**config.mk**
```make
export PLATFORM = sky130hd
export DESIGN_NAME = sumador_segmentado
export DESIGN_NICKNAME = d
export VERILOG_FILES = /design/src/rtl/sumador_segmentado.sv
export SDC_FILE = /design/constraint.sdc
export NUM_CORES = 1
export LEC_CHECK = 0
export BUFFER_PORTS_ARGS = -buffer_cell sky130_fd_sc_hd__buf_2
export CORE_ASPECT_RATIO = 0.6
export CORE_UTILIZATION = 47
export DETAILED_ROUTE_END_ITERATION = 12
export PLACE_DENSITY = 0.71
export REMOVE_ABC_BUFFERS = 1
export SYNTH_ARGS = -nofsm -noshare
export SYNTH_HDL_FRONTEND = slang
export SYNTH_SLANG_ARGS = --single-unit
```
**constraint.sdc**
```tcl
create_clock -name clk -period 4.8 [get_ports clk]
set_input_delay 0.24 -clock clk [delete_from_list [all_inputs] [get_ports clk]]
set_output_delay 0.24 -clock clk [all_outputs]
set_load 0.01 [all_outputs]
```
**src/rtl/sumador_segmentado.sv**
```systemverilog
// sumador_segmentado: pipelined add/subtract, one slice per stage, valid/ready with backpressure and flags
module sumador_segmentado #(
  parameter int WIDTH  = 32,
  parameter int STAGES = 2
) (
  input  logic             clk,
  input  logic             rst_n,
  input  logic             in_valid,
  output logic             in_ready,
  input  logic [WIDTH-1:0] A,
  input  logic [WIDTH-1:0] B,
  input  logic             sub,
  output logic             out_valid,
  input  logic             out_ready,
  output logic [WIDTH-1:0] O,
  output logic             carry,
  output logic             overflow,
  output logic             zero
);
  localparam int SW = WIDTH / STAGES;
  localparam int L  = STAGES - 1;
  logic [WIDTH-1:0] a_q [STAGES];
  logic [WIDTH-1:0] a_d [STAGES];
  logic [WIDTH-1:0] b_q [STAGES];
  logic [WIDTH-1:0] b_d [STAGES];
  logic [WIDTH-1:0] r_q [STAGES];
  logic [WIDTH-1:0] r_d [STAGES];
  logic [SW:0]      s_d [STAGES];
  logic [STAGES-1:0] c_q, c_d, v_q, v_d;
  logic ovf_q, ovf_d, zero_q, zero_d, adv;
  assign adv       = !v_q[L] | out_ready;
  assign in_ready  = adv;
  assign out_valid = v_q[L];
  assign O         = r_q[L];
  assign carry     = c_q[L];
  assign overflow  = ovf_q;
  assign zero      = zero_q;
  // each stage adds its slice of the carried operands plus the previous stage's carry
  always_comb begin
    a_d[0] = A;
    b_d[0] = sub ? ~B : B;
    s_d[0] = {1'b0, A[SW-1:0]} + {1'b0, b_d[0][SW-1:0]} + (SW+1)'(sub);
    r_d[0] = WIDTH'(s_d[0][SW-1:0]);
    c_d[0] = s_d[0][SW];
    v_d[0] = in_valid;
    for (int k = 1; k < STAGES; k++) begin
      a_d[k] = a_q[k-1];
      b_d[k] = b_q[k-1];
      s_d[k] = {1'b0, a_q[k-1][k*SW +: SW]} + {1'b0, b_q[k-1][k*SW +: SW]} + (SW+1)'(c_q[k-1]);
      r_d[k] = r_q[k-1];
      r_d[k][k*SW +: SW] = s_d[k][SW-1:0];
      c_d[k] = s_d[k][SW];
      v_d[k] = v_q[k-1];
    end
    ovf_d  = (a_d[L][WIDTH-1] == b_d[L][WIDTH-1]) & (r_d[L][WIDTH-1] != a_d[L][WIDTH-1]);
    zero_d = r_d[L] == '0;
  end
  // all stages shift together on advance; only valid slots load data so outputs hold through bubbles
  always_ff @(posedge clk) begin
    if (!rst_n) begin
      v_q    <= '0;
      c_q    <= '0;
      ovf_q  <= 1'b0;
      zero_q <= 1'b0;
      for (int k = 0; k < STAGES; k++) begin
        a_q[k] <= '0;
        b_q[k] <= '0;
        r_q[k] <= '0;
      end
    end else if (adv) begin
      v_q <= v_d;
      for (int k = 0; k < STAGES; k++) begin
        if (v_d[k]) begin
          a_q[k] <= a_d[k];
          b_q[k] <= b_d[k];
          r_q[k] <= r_d[k];
          c_q[k] <= c_d[k];
        end
      end
      if (v_d[L]) begin
        ovf_q  <= ovf_d;
        zero_q <= zero_d;
      end
    end
  end
endmodule

```
# --- Word-level counts from Yosys, hierarchy flattened ---
# Memories as Yosys holds them, arrays and structs flattened.
# Cells that the tools add are included.
totals:
  register_bits: 6
  latch_bits: 0
  mem_bits_rw: 192
  rom_bits: 0
  inputBits: 69
  out_inout_bits: 37
  wordCells: 43
  mem_count: 3
op_classes:
  addsub: 4
  n_mul: 0
  n_div: 0
  magnitude_cmp: 0
  eq_ne: 2
  shift: 0
  muxes: 16
  bitwise: 9
  reduce_logical: 4
mem_list:
  columns: ["memory", "words", "width", "read_ports", "rd_clocked_by_memory_dff", "write_ports", "line", "text"]
  rows:
  - ["a_q", 2, 32, 1, 0, 2, "22", "logic [WIDTH-1:0] a_q [STAGES];"]
  - ["b_q", 2, 32, 1, 0, 2, "24", "logic [WIDTH-1:0] b_q [STAGES];"]
  - ["r_q", 2, 32, 2, 0, 2, "26", "logic [WIDTH-1:0] r_q [STAGES];"]
ops:
  columns: ["operator", "count"]
  rows:
  - ["32-bit 2-to-1 mux", 7]
  - ["16-bit by 16-bit adder with 17-bit output", 2]
  - ["17-bit by 1-bit adder with 17-bit output", 2]
  - ["32-bit logical NOT", 1]
  - ["32-bit inverter", 1]
  - ["1-bit 2-to-1 mux", 9]
  - ["1-bit bitwise OR", 7]
  - ["2-bit AND reduction", 2]
  - ["1-bit AND", 1]
  - ["1-bit equality test", 1]
  - ["1-bit logical NOT", 1]
  - ["1-bit != test", 1]

# --- Longest topological paths before layout ---
# Gate-level depths: netlist (run 1).
depth:
  ltp_word: 6
  depth_mapped: 12
  ltp_nobuf: 11

# --- Least setup slack after synthesis (run 1) ---
# OpenSTA, ideal clock, no wires.
synth_path:
  path_kind: "input port to flip-flop"
  startpoint: "input sub"
  endpoint: "memory r_q[0][15] (data pin)"
  setup_ns: 0.255
  arrival_time_ns: 2.546
  required_ns: 4.545
  slack_ns: 1.999
  path_stages: 12
  n_path_buf: 2
  cell_sequence: "clkbuf_1 -> clkbuf_1 -> xor2_1 -> ha_1 -> a21oi_1 -> o22ai_1 -> o221a_2 -> o211ai_2 -> nand3_1 -> a31oi_1 -> xnor2_1 -> and2_1"
synth_rtl:
  columns: ["element", "line", "text"]
  rows:
  - ["from (decl)", "12", "input logic sub,"]
  - ["to (decl)", "26", null]

# --- Final worst setup path (run 1) ---
layout_path:
  startpoint: "memory a_q[0][16]"
  endpoint: "register zero_q (netlist: zero)"
layout_between:
  elab_chain_len: 4
layout_rtl:
  columns: ["element", "line", "text"]
  rows:
  - ["from (decl)", "22", null]
  - ["memory 2 x 32 bit", null, null]
  - ["16-bit by 16-bit adder with 17-bit output", "49", "s_d[k] = {1'b0, a_q[k-1][k*SW +: SW]} + {1'b0, b_q[k-1][k*SW +: SW]} + (SW+1)'(c_q[k-1]);"]
  - ["17-bit by 1-bit adder with 17-bit output", "49", null]
  - ["32-bit logical NOT", "56", "zero_d = r_d[L] == '0;"]
  - ["to (signal assigned)", "82", "zero_q <= zero_d;"]
  - ["to (decl)", "30", "logic ovf_q, ovf_d, zero_q, zero_d, adv;"]
# Every way passes these cells.
# A chain may end at the register's enable or synchronous reset.

==> impl_metrics.json, run 1 <==
{
  "slew_headroom_pct": 26.0,
  "critPathCaptureType": "register",
  "wl_per_cell_um": 15.7,
  "final_cell_count_no_fill": 685,
  "drc": 0,
  "layout_min_cycle_time_ps": 3110,
  "io_pins": 106,
  "finalWirelength_um": 10800,
  "numCtsBuffers": 9,
  "ir_drop_v": 0.000219,
  "pwr-share-comb_pct": 23.0,
  "postRouteAntennaNets": 0,
  "gp_congestion": 0.895,
  "grt_usage_pct": 20.5,
  "rsz0062_at_grt": "no",
  "dp_slack_ps": 1580,
  "first_iter_violations": 220,
  "cp.required_ps": 5090,
  "ys_types": 51,
  "post_cts_buffers": 0,
  "seq_area_frac_synth_pct": 51.7,
  "syn_inst": 439,
  "placed_cells": 669,
  "clockRootBuffer": "clkbuf_16",
  "finalMaxSlewViolations": 0,
  "holdBufCountCts": 0,
  "skew_ps": 6.75,
  "synthArstFlopShare_pct": 0,
  "start_util_pct": 48.9,
  "status": "complete, no violations",
  "syn_area_um2": 4880,
  "fmax_mhz": 321,
  "die-area_um2": 10800,
  "post_synth.cell_area_avg_um2": 11.1,
  "worstPathArrival_ps": 3400,
  "critPathLaunchType": "register",
  "htreeDepth": 3,
  "via_count": 3638,
  "cts.sinks": 86,
  "io_buffer_count": 105,
  "diodes": 0,
  "worstPathMaxFanout": 3,
  "total_leakage_power_uw": 0.00255,
  "dp_hpwl_um": 8080,
  "path_class": "register to register",
  "final_layout_size_suffix_gt1_share_pct": 24.0,
  "area_delta_synth_final_pct": 19.9,
  "clk_latency_ps": 340,
  "vias_per_cell": 5.31,
  "grt_overflow": 0,
  "max-clock-path-buffers": 2,
  "hold_viol_final": 0,
  "antenna_found_initial": 0,
  "clk_pin_slew_ps": 70,
  "seqPwrFrac_pct": 44.2,
  "p_sw_share_pct": 28.6,
  "p_switching_uw": 605,
  "power_density_nw_per_um2": 362,
  "fin_crit_sh_pct": 64.8,
  "p_clk_share_pct": 32.9,
  "grt_start_max_net_pins": 49,
  "synth_ff_type": "edfxtp_1",
  "ys_warn_count": 0,
  "netlist.top_cell.by_area": "edfxtp_1",
  "setup_tns_ps": 0,
  "hold_path_class": "input port to register",
  "drv_cap": 0,
  "core_area_um2": 9980,
  "cts.repair.resized": 0,
  "synth_top_area_share_pct": 49.2,
  "fp-row-count": 28,
  "fp.dieW_um": 134,
  "timing.final.ws_setup_ps": 1690,
  "synth_edf_count": 80,
  "grt_pass1_wl_um": 16600,
  "grt_pass1_vias": 3307,
  "cts_tree": "done",
  "synth-seq-cells": 86,
  "setup_viol": 0,
  "fin_nets": 647,
  "worst_pin_slew_ps": 1110,
  "die_y_um": 80.9,
  "synth_area_leaders": "edfxtp_1, ha_1, and2_1",
  "fin_util_pct": 58.6,
  "p_int_uw": 1510,
  "firstDrtPassIters": 5
}
## flip-flops by register name (all words and copies together), names as in the netlist
name / count
a_q: 16
c_q: 2
overflow: 1
r_q: 48
v_q: 2
zero: 1
b_q: 16
## power groups by stage
stage | clock [µW] | combinational [µW] | sequential [µW]
after floorplan | 0 | 303 | 961
after global placement | 0 | 470 | 949
after detailed placement | 0 | 477 | 951
after CTS | 706 | 480 | 935
after global routing | 732 | 533 | 942
final | 696 | 486 | 935
## metal layers
metal | global-route usage (%) | share of wire, % | up-vias
met5 | 0 | 0 | -
met4 | 5.80 | 1.2 | 0
met3 | 3.87 | 7.0 | 15
met2 | 28.9 | 39 | 156
met1 | 31.7 | 53 | 1667
li1 | - | - | 1800
## synthesized netlist by cell type (3+ instances only)
library cell,count
edfxtp_1,80
nor2_1,59
and2_1,38
ha_1,30
xnor2_1,26
xor2_1,25
o21ai_0,18
a21oi_1,16
nand2_1,16
clkbuf_1,11
nand3_1,10
inv_1,9
a211oi_1,8
nor3_1,8
a21o_1,7
dfxtp_1,6
or3_1,6
and3_1,5
o21a_1,5
a31oi_1,4
nand2b_1,4
nor4_1,4
fa_1,3
nand4_1,3
nor3b_1,3
o21ai_1,3
o21bai_1,3
o31ai_1,3
## placed cells by master, fill, tap and decap left out, types with 2 or more instances in the layout
master      count
inv_1           9
buf_2         105
fa_1            3
a21o_1          7
nor3_1          8
o21ai_1         3
o21ai_0        18
a21oi_1        16
ha_1           30
and2_1         38
a211oi_1        8
nand2b_1        4
xnor2_1        26
edfxtp_1       80
mux2i_1         2
or3_1           6
nand3b_1        2
nor3b_1         3
dfxtp_1         6
inv_6           2
nor4_1          4
o21a_1          5
clkbuf_16       9
and3_1          5
nand3_1        10
nand2_1        15
clkinv_2        2
o31ai_1         3
nand4_1         3
clkinvlp_4      2
buf_4           3
a31oi_1         4
xor2_1         25
nor2_1         58
o21bai_1        3
## kinds of logic (layout without fill, tap and decap cells)
family          Yosys count  count (layout)  share of synthesized area (%)
simple gates            164             164                           17.1
xor+xnor                 51              51                           9.15
fa+ha+maj                33              33                           8.92
mux                       2               2                          0.410
buf+inv                  22             133                           1.69
flops                    86              86                           51.7
compound gates           81              81                           11.1
## area by class of cell
type,count,area [µm²]
multi-input cells,331,2280
fillers,895,4130
flip-flops and latches,86,2520
repair buffers,108,548
clock inverters,7,72.6
clock buffers,9,225
inverters,9,33.8
well taps,135,169
## per-stage QoR
step | area [µm²] | hold slack (ps) | power, µW
finish | 5850 | 169 | 2120
global placement | 5550 | 453 | 1420
CTS | 5850 | 164 | 2120
global route | 5850 | 172 | 2210
detailed placement | 5550 | 470 | 1430
floorplan | 4830 | 358 | 1260
## worst paths after layout
path / from / end / slack [ps] / cells past startpoint
hold / removal: A[26] / a_q[0][26]$_SDFFCE_PN0P_ / 170 / 2
hold reg to reg: zero$_SDFFE_PN0P_ / zero$_SDFFE_PN0P_ / 470 / 2
setup / recovery: a_q[0][16]$_SDFFCE_PN0P_ / zero$_SDFFE_PN0P_ / 1690 / 10
setup reg to reg: a_q[0][16]$_SDFFCE_PN0P_ / zero$_SDFFE_PN0P_ / 1690 / 10
## critical path, cell delays in order, from the launching register on
cell      delay, ps
edfxtp_1        410
fa_1            520
fa_1            460
a211oi_1        380
o21bai_1        140
a21oi_1         290
o21ai_0         150
xnor2_1         320
nand4_1         130
nand4b_1        190
nand2_1          90
(Power assumes the default switching activity.)
==> run 2, diff against run 1 <==
--- a/config.mk
+++ b/config.mk
@@ -5,11 +5,12 @@
 export SDC_FILE = /design/constraint.sdc
 export NUM_CORES = 1
 export LEC_CHECK = 0
+export ABC_AREA = 1
 export BUFFER_PORTS_ARGS = -buffer_cell sky130_fd_sc_hd__buf_2
 export CORE_ASPECT_RATIO = 0.6
 export CORE_UTILIZATION = 47
 export DETAILED_ROUTE_END_ITERATION = 12
-export PLACE_DENSITY = 0.71
+export PLACE_DENSITY = 0.73
 export REMOVE_ABC_BUFFERS = 1
 export SYNTH_ARGS = -nofsm -noshare
 export SYNTH_HDL_FRONTEND = slang
==> constraint.sdc (replaced) <==
create_clock -name clk -period 2.6 [get_ports clk]
set_input_delay 0.13 -clock clk [delete_from_list [all_inputs] [get_ports clk]]
set_output_delay 0.13 -clock clk [all_outputs]
set_load 0.01 [all_outputs]
==> impl_metrics.json, run 2 <==
{
  "status": "finished with violations",
  "violations": "design-rule violations",
  "grt_start_max_net_pins": 49,
  "cts_tree": "done",
  "slew_headroom_pct": 57.6,
  "yosys-top-cells-count": "nand2_1, nor2_1, inv_1",
  "setup_viol": 0,
  "clk_latency_ps": 350,
  "vias_per_cell": 5.04,
  "synth_top_area_share_pct": 45.6,
  "seq_area_frac_synth_pct": 47.9,
  "max-clock-path-buffers": 2,
  "post_synth.cell_area_avg_um2": 8.69,
  "final_layout_size_suffix_gt1_share_pct": 20.5,
  "core_area_um2": 10700,
  "htreeDepth": 3,
  "skew_ps": 4.16,
  "die_y_um": 84.0,
  "clk_pin_slew_ps": 60,
  "setup_tns_ps": 0,
  "ys_warn_count": 0,
  "synthArstFlopShare_pct": 0,
  "clockRootBuffer": "clkbuf_16",
  "final_cell_mix": "nand2_1, buf_2, nor2_1",
  "start_util_pct": 49.0,
  "final_cell_count_no_fill": 862,
  "io_buffer_count": 105,
  "gp_congestion": 0.892,
  "fmax_mhz": 427,
  "drc": 14,
  "ir_drop_v": 0.000319,
  "antenna_found_initial": 0,
  "dpl-instance-area_um2": 5970,
  "grt_pass1_vias": 4034,
  "io_pins": 106,
  "grt_usage_pct": 23.2,
  "hold_viol_final": 0,
  "die-area_um2": 11600,
  "top_regs": "r_q (48), a_q (16), b_q (16)",
  "layout_min_cycle_time_ps": 2340,
  "worstPathMaxFanout": 4,
  "final_common_cell": "nand2_1",
  "fp.dieW_um": 139,
  "cts.repair.resized": 0,
  "postRouteAntennaNets": 0,
  "holdBufCountCts": 0,
  "synth_edf_count": 80,
  "dp_hpwl_um": 10100,
  "total_leakage_power_uw": 0.00309,
  "max_flop_register": "r_q",
  "path_class": "register to register",
  "numCtsBuffers": 9,
  "syn_area_um2": 5260,
  "power_density_nw_per_um2": 627,
  "fin_nets": 820,
  "netlist.top_cell.by_area": "edfxtp_1",
  "worst_pin_slew_ps": 636,
  "fin_crit_sh_pct": 90.1,
  "grt_pass1_wl_um": 20600,
  "hold_path_class": "input port to register",
  "fp-row-count": 29,
  "critPathCaptureType": "register",
  "post_cts_buffers": 0,
  "yosysMostFrequentCell": "nand2_1",
  "largest_register_ffs": 48,
  "cts.sinks": 86,
  "grt_overflow": 0,
  "placed_cells": 846,
  "finalWirelength_um": 12700,
  "drv_cap": 0,
  "ys_types": 34,
  "p_total_uw": 3920,
  "via_count": 4343,
  "area_delta_synth_final_pct": 18.6,
  "worstPathArrival_ps": 2640,
  "synth-seq-cells": 86,
  "critPathLaunchType": "register",
  "wl_per_cell_um": 14.8,
  "diodes": 0,
  "cp.required_ps": 2900,
  "fin_util_pct": 58.1,
  "first_iter_violations": 334,
  "firstDrtPassIters": 9,
  "finalMaxSlewViolations": 0,
  "synth_ff_type": "edfxtp_1",
  "stdcell_area_um2": 6240,
  "syn_inst": 606,
  "rsz0062_at_grt": "no",
  "synth_area_leaders": "edfxtp_1, nand2_1, nor2_1"
}
run 2: cell types whose count changed in the layout (fill, tap and decap cells not counted), sizes merged, moves of 6 or more:
| cell | change |
|---|---|
| nor2 | +49 |
| a21oi | +24 |
| nand2 | +106 |
| xor2 | -9 |
| or3 | -6 |
| inv | +78 |
| nand3 | +19 |
| xnor2 | -9 |
| a211oi | -9 |
| and2 | -37 |
run 2: stage by stage:
| step | worst slack [ps] | hold WS, ps |
|---|---|---|
| finish | 258 | 72.8 |
| CTS | 260 | 71.9 |
| global route | 31.5 | 95.7 |
| floorplan | 310 | 268 |
| detailed placement | 281 | 435 |
| global placement | 363 | 428 |
run 2: routing by layer:
metal	part of all wire (%)	track usage [%]
met1	54	36.7
met2	38	31.4
met3	6.7	4.99
met4	0.93	5.45
met5	0	0
run 2: logic make-up after synthesis:
kind of cell | share of synthesized area [%]
adder cells (fa/ha/maj) | 8.27
buffers and inverters | 7.58
AO/OA/AOI/OAI | 8.82
flip-flops | 47.9
XOR/XNOR | 5.49
AND/OR/NAND/NOR | 21.9
run 2: critical path: stages (launching register included):
cell and delay, ps:
edfxtp_1 400, fa_1 540, fa_1 460, inv_1 70, nand2_1 50, nand2_1 80, nand3_1 80, nor2_1 120
nand3_1 80, nor2_1 100, nand3_1 70, nor2_1 100, nand4_1 80, nand2_1 60
run 2: report_power, final:
| group | internal [µW] | switching (µW) |
|---|---|---|
| Clock | 649 | 560 |
| Combinational | 355 | 629 |
| Sequential | 1670 | 50.2 |
| Total | 2680 | 1240 |
run 2: final cells by class:
cell class / count / area [µm²]
inverter: 88 / 330
multi-input combinational: 420 / 2340
clock buffer: 9 / 225
sequential: 86 / 2520
tap: 139 / 174
clock inverter: 7 / 50.0
fill: 1023 / 4500
timing repair buffer: 113 / 598
run 2: worst paths after layout:
path	from	end	slack [ps]	cells after the start
hold reg to reg	v_q[0]$_SDFFE_PN0N_	v_q[0]$_SDFFE_PN0N_	490	2
setup reg to reg	a_q[0][16]$_SDFFCE_PN0P_	zero$_SDFFE_PN0P_	260	13
setup / recovery	a_q[0][16]$_SDFFCE_PN0P_	zero$_SDFFE_PN0P_	260	13
hold / removal	A[26]	a_q[0][26]$_SDFFCE_PN0P_	70	3
==> run 3, diff against run 2 <==
--- a/config.mk
+++ b/config.mk
@@ -5,7 +5,6 @@
 export SDC_FILE = /design/constraint.sdc
 export NUM_CORES = 1
 export LEC_CHECK = 0
-export ABC_AREA = 1
 export BUFFER_PORTS_ARGS = -buffer_cell sky130_fd_sc_hd__buf_2
 export CORE_ASPECT_RATIO = 0.6
 export CORE_UTILIZATION = 47
==> impl_metrics.json, run 3 (synthesized netlist as in run 1, its figures left out) <==
{
  "grt_usage_pct": 21.7,
  "rsz0062_at_grt": "yes",
  "cts_tree": "done",
  "worstPathArrival_ps": 2900,
  "met1Wirelength_um": 5950,
  "skew_ps": 9.82,
  "grt_overflow": 0,
  "layout_min_cycle_time_ps": 2620,
  "cts.sinks": 86,
  "timing.final.ws_setup_ps": -16.0,
  "critPathCaptureType": "register",
  "power_density_nw_per_um2": 654,
  "finalMaxSlewViolations": 0,
  "gp_congestion": 0.866,
  "fp.dieW_um": 134,
  "clk_pin_slew_ps": 70,
  "start_util_pct": 48.9,
  "final_layout_size_suffix_gt1_share_pct": 30.9,
  "core_area_um2": 9980,
  "fin_util_pct": 62.3,
  "total_leakage_power_uw": 0.00275,
  "hold_path_class": "input port to register",
  "die-area_um2": 10800,
  "drv_cap": 0,
  "final_cell_mix": "buf_2, edfxtp_1, nor2_1",
  "critPathLaunchType": "register",
  "violations": "negative setup slack",
  "antenna_found_initial": 0,
  "clockRootBuffer": "clkbuf_16",
  "met2WireLength_um": 4620,
  "fin_nets": 683,
  "grt_pass1_vias": 3571,
  "wl_per_cell_um": 15.7,
  "worstPathMaxFanout": 3,
  "met3WireLength_um": 672,
  "fp-row-count": 28,
  "final_common_cell": "buf_2",
  "io_pins": 106,
  "top_regs": "r_q (48), a_q (16), b_q (16)",
  "fmax_mhz": 382,
  "status": "finished with violations",
  "drc": 0,
  "area_delta_synth_final_pct": 27.4,
  "firstDrtPassIters": 4,
  "clk_latency_ps": 340,
  "cp.required_ps": 2880,
  "fillers": 857,
  "vias_per_cell": 5.19,
  "via_count": 3742,
  "postRouteAntennaNets": 0,
  "setup_viol": 1,
  "path_class": "register to register",
  "first_iter_violations": 262,
  "max_flop_register": "r_q",
  "fin_crit_sh_pct": 101,
  "slew_headroom_pct": 69.0,
  "dp_slack_ps": -282,
  "finalWirelength_um": 11400,
  "die_y_um": 80.9,
  "diodes": 0,
  "ir_drop_v": 0.000344,
  "worst_pin_slew_ps": 461,
  "max-clock-path-buffers": 2,
  "numCtsBuffers": 9,
  "htreeDepth": 3,
  "hold_viol_final": 0,
  "setup_tns_ps": -16.0,
  "dp_hpwl_um": 8800,
  "top_layer": "met4",
  "grt_start_max_net_pins": 40,
  "io_buffer_count": 105,
  "reg2reg_slack_ps": -20,
  "largest_register_ffs": 48,
  "p_total_uw": 4060,
  "grt_pass1_wl_um": 17700
}
[run 3: cell count changes in the layout (fill, tap and decap cells not counted), moves of 6 or more]
cell / previous run / this run
nand2_1: 116 / 15
inv_1: 84 / 9
nor2_1: 103 / 58
and2_1: 1 / 38
buf_4: 7 / 38
a21oi_1: 40 / 13
nand3_1: 27 / 10
xnor2_1: 17 / 26
xor2_1: 16 / 24
or3_1: 0 / 6
[run 3: worst paths after layout]
check | startpoint | endpoint | cells after the start
max | a_q[0][16]$_SDFFCE_PN0P_ | zero$_SDFFE_PN0P_ | 10
min | A[26] | a_q[0][26]$_SDFFCE_PN0P_ | 2
max reg2reg | a_q[0][16]$_SDFFCE_PN0P_ | zero$_SDFFE_PN0P_ | 10
min reg2reg | zero$_SDFFE_PN0P_ | zero$_SDFFE_PN0P_ | 2
[run 3: final cells by class]
| cell class | instances | area (µm²) | area share, % |
|---|---|---|---|
| repair buffers | 144 | 822 | 13.2 |
| multi-input cells | 331 | 2360 | 38.0 |
| clock buffers | 11 | 233 | 3.74 |
| clock inverters | 5 | 75.1 | 1.21 |
| well taps | 135 | 169 | 2.72 |
| flip-flops and latches | 86 | 2520 | 40.6 |
| inverters | 9 | 33.8 | 0.543 |
[run 3: where the power goes]
group,internal [µW],leakage (µW),switching (µW)
Clock,836,0.000153,485
Combinational,458,0.00168,560
Sequential,1680,0.000913,49.6
[run 3: metal layers]
metal / vias up / track usage, %
met5: - / 0
met1: 1736 / 32.3
met3: 12 / 5.68
li1: 1876 / -
met2: 118 / 31.2
met4: 0 / 5.45
[run 3: metrics by stage]
step / std cells / area (µm²) / hold WS (ps)
floorplan: 426 / 4830 / 248
global placement: 701 / 5790 / 410
detailed placement: 701 / 5790 / 411
CTS: 720 / 6170 / 64.8
global route: 721 / 6220 / 68.4
finish: 721 / 6220 / 71.0
[run 3: what timing repair did]
| action | 4_1_cts | 5_1_grt |
|---|---|---|
| gates resized for setup | 11 | 11 |
| buffers inserted | 3 | 1 |
| endpoints found under the setup margin | 9 | 11 |
| pin swaps | 11 | 12 |
| hold buffers | 0 | 0 |
[run 3: critical path, cell delays in order, from the launching register on]
cell and delay, ps:
edfxtp_1 420, fa_2 410, fa_2 380, a21o_1 180, a21oi_2 130, xor2_1 200
nand2_1 60, or4_1 380, and4b_1 250, nand4b_1 90, nand2_1 60
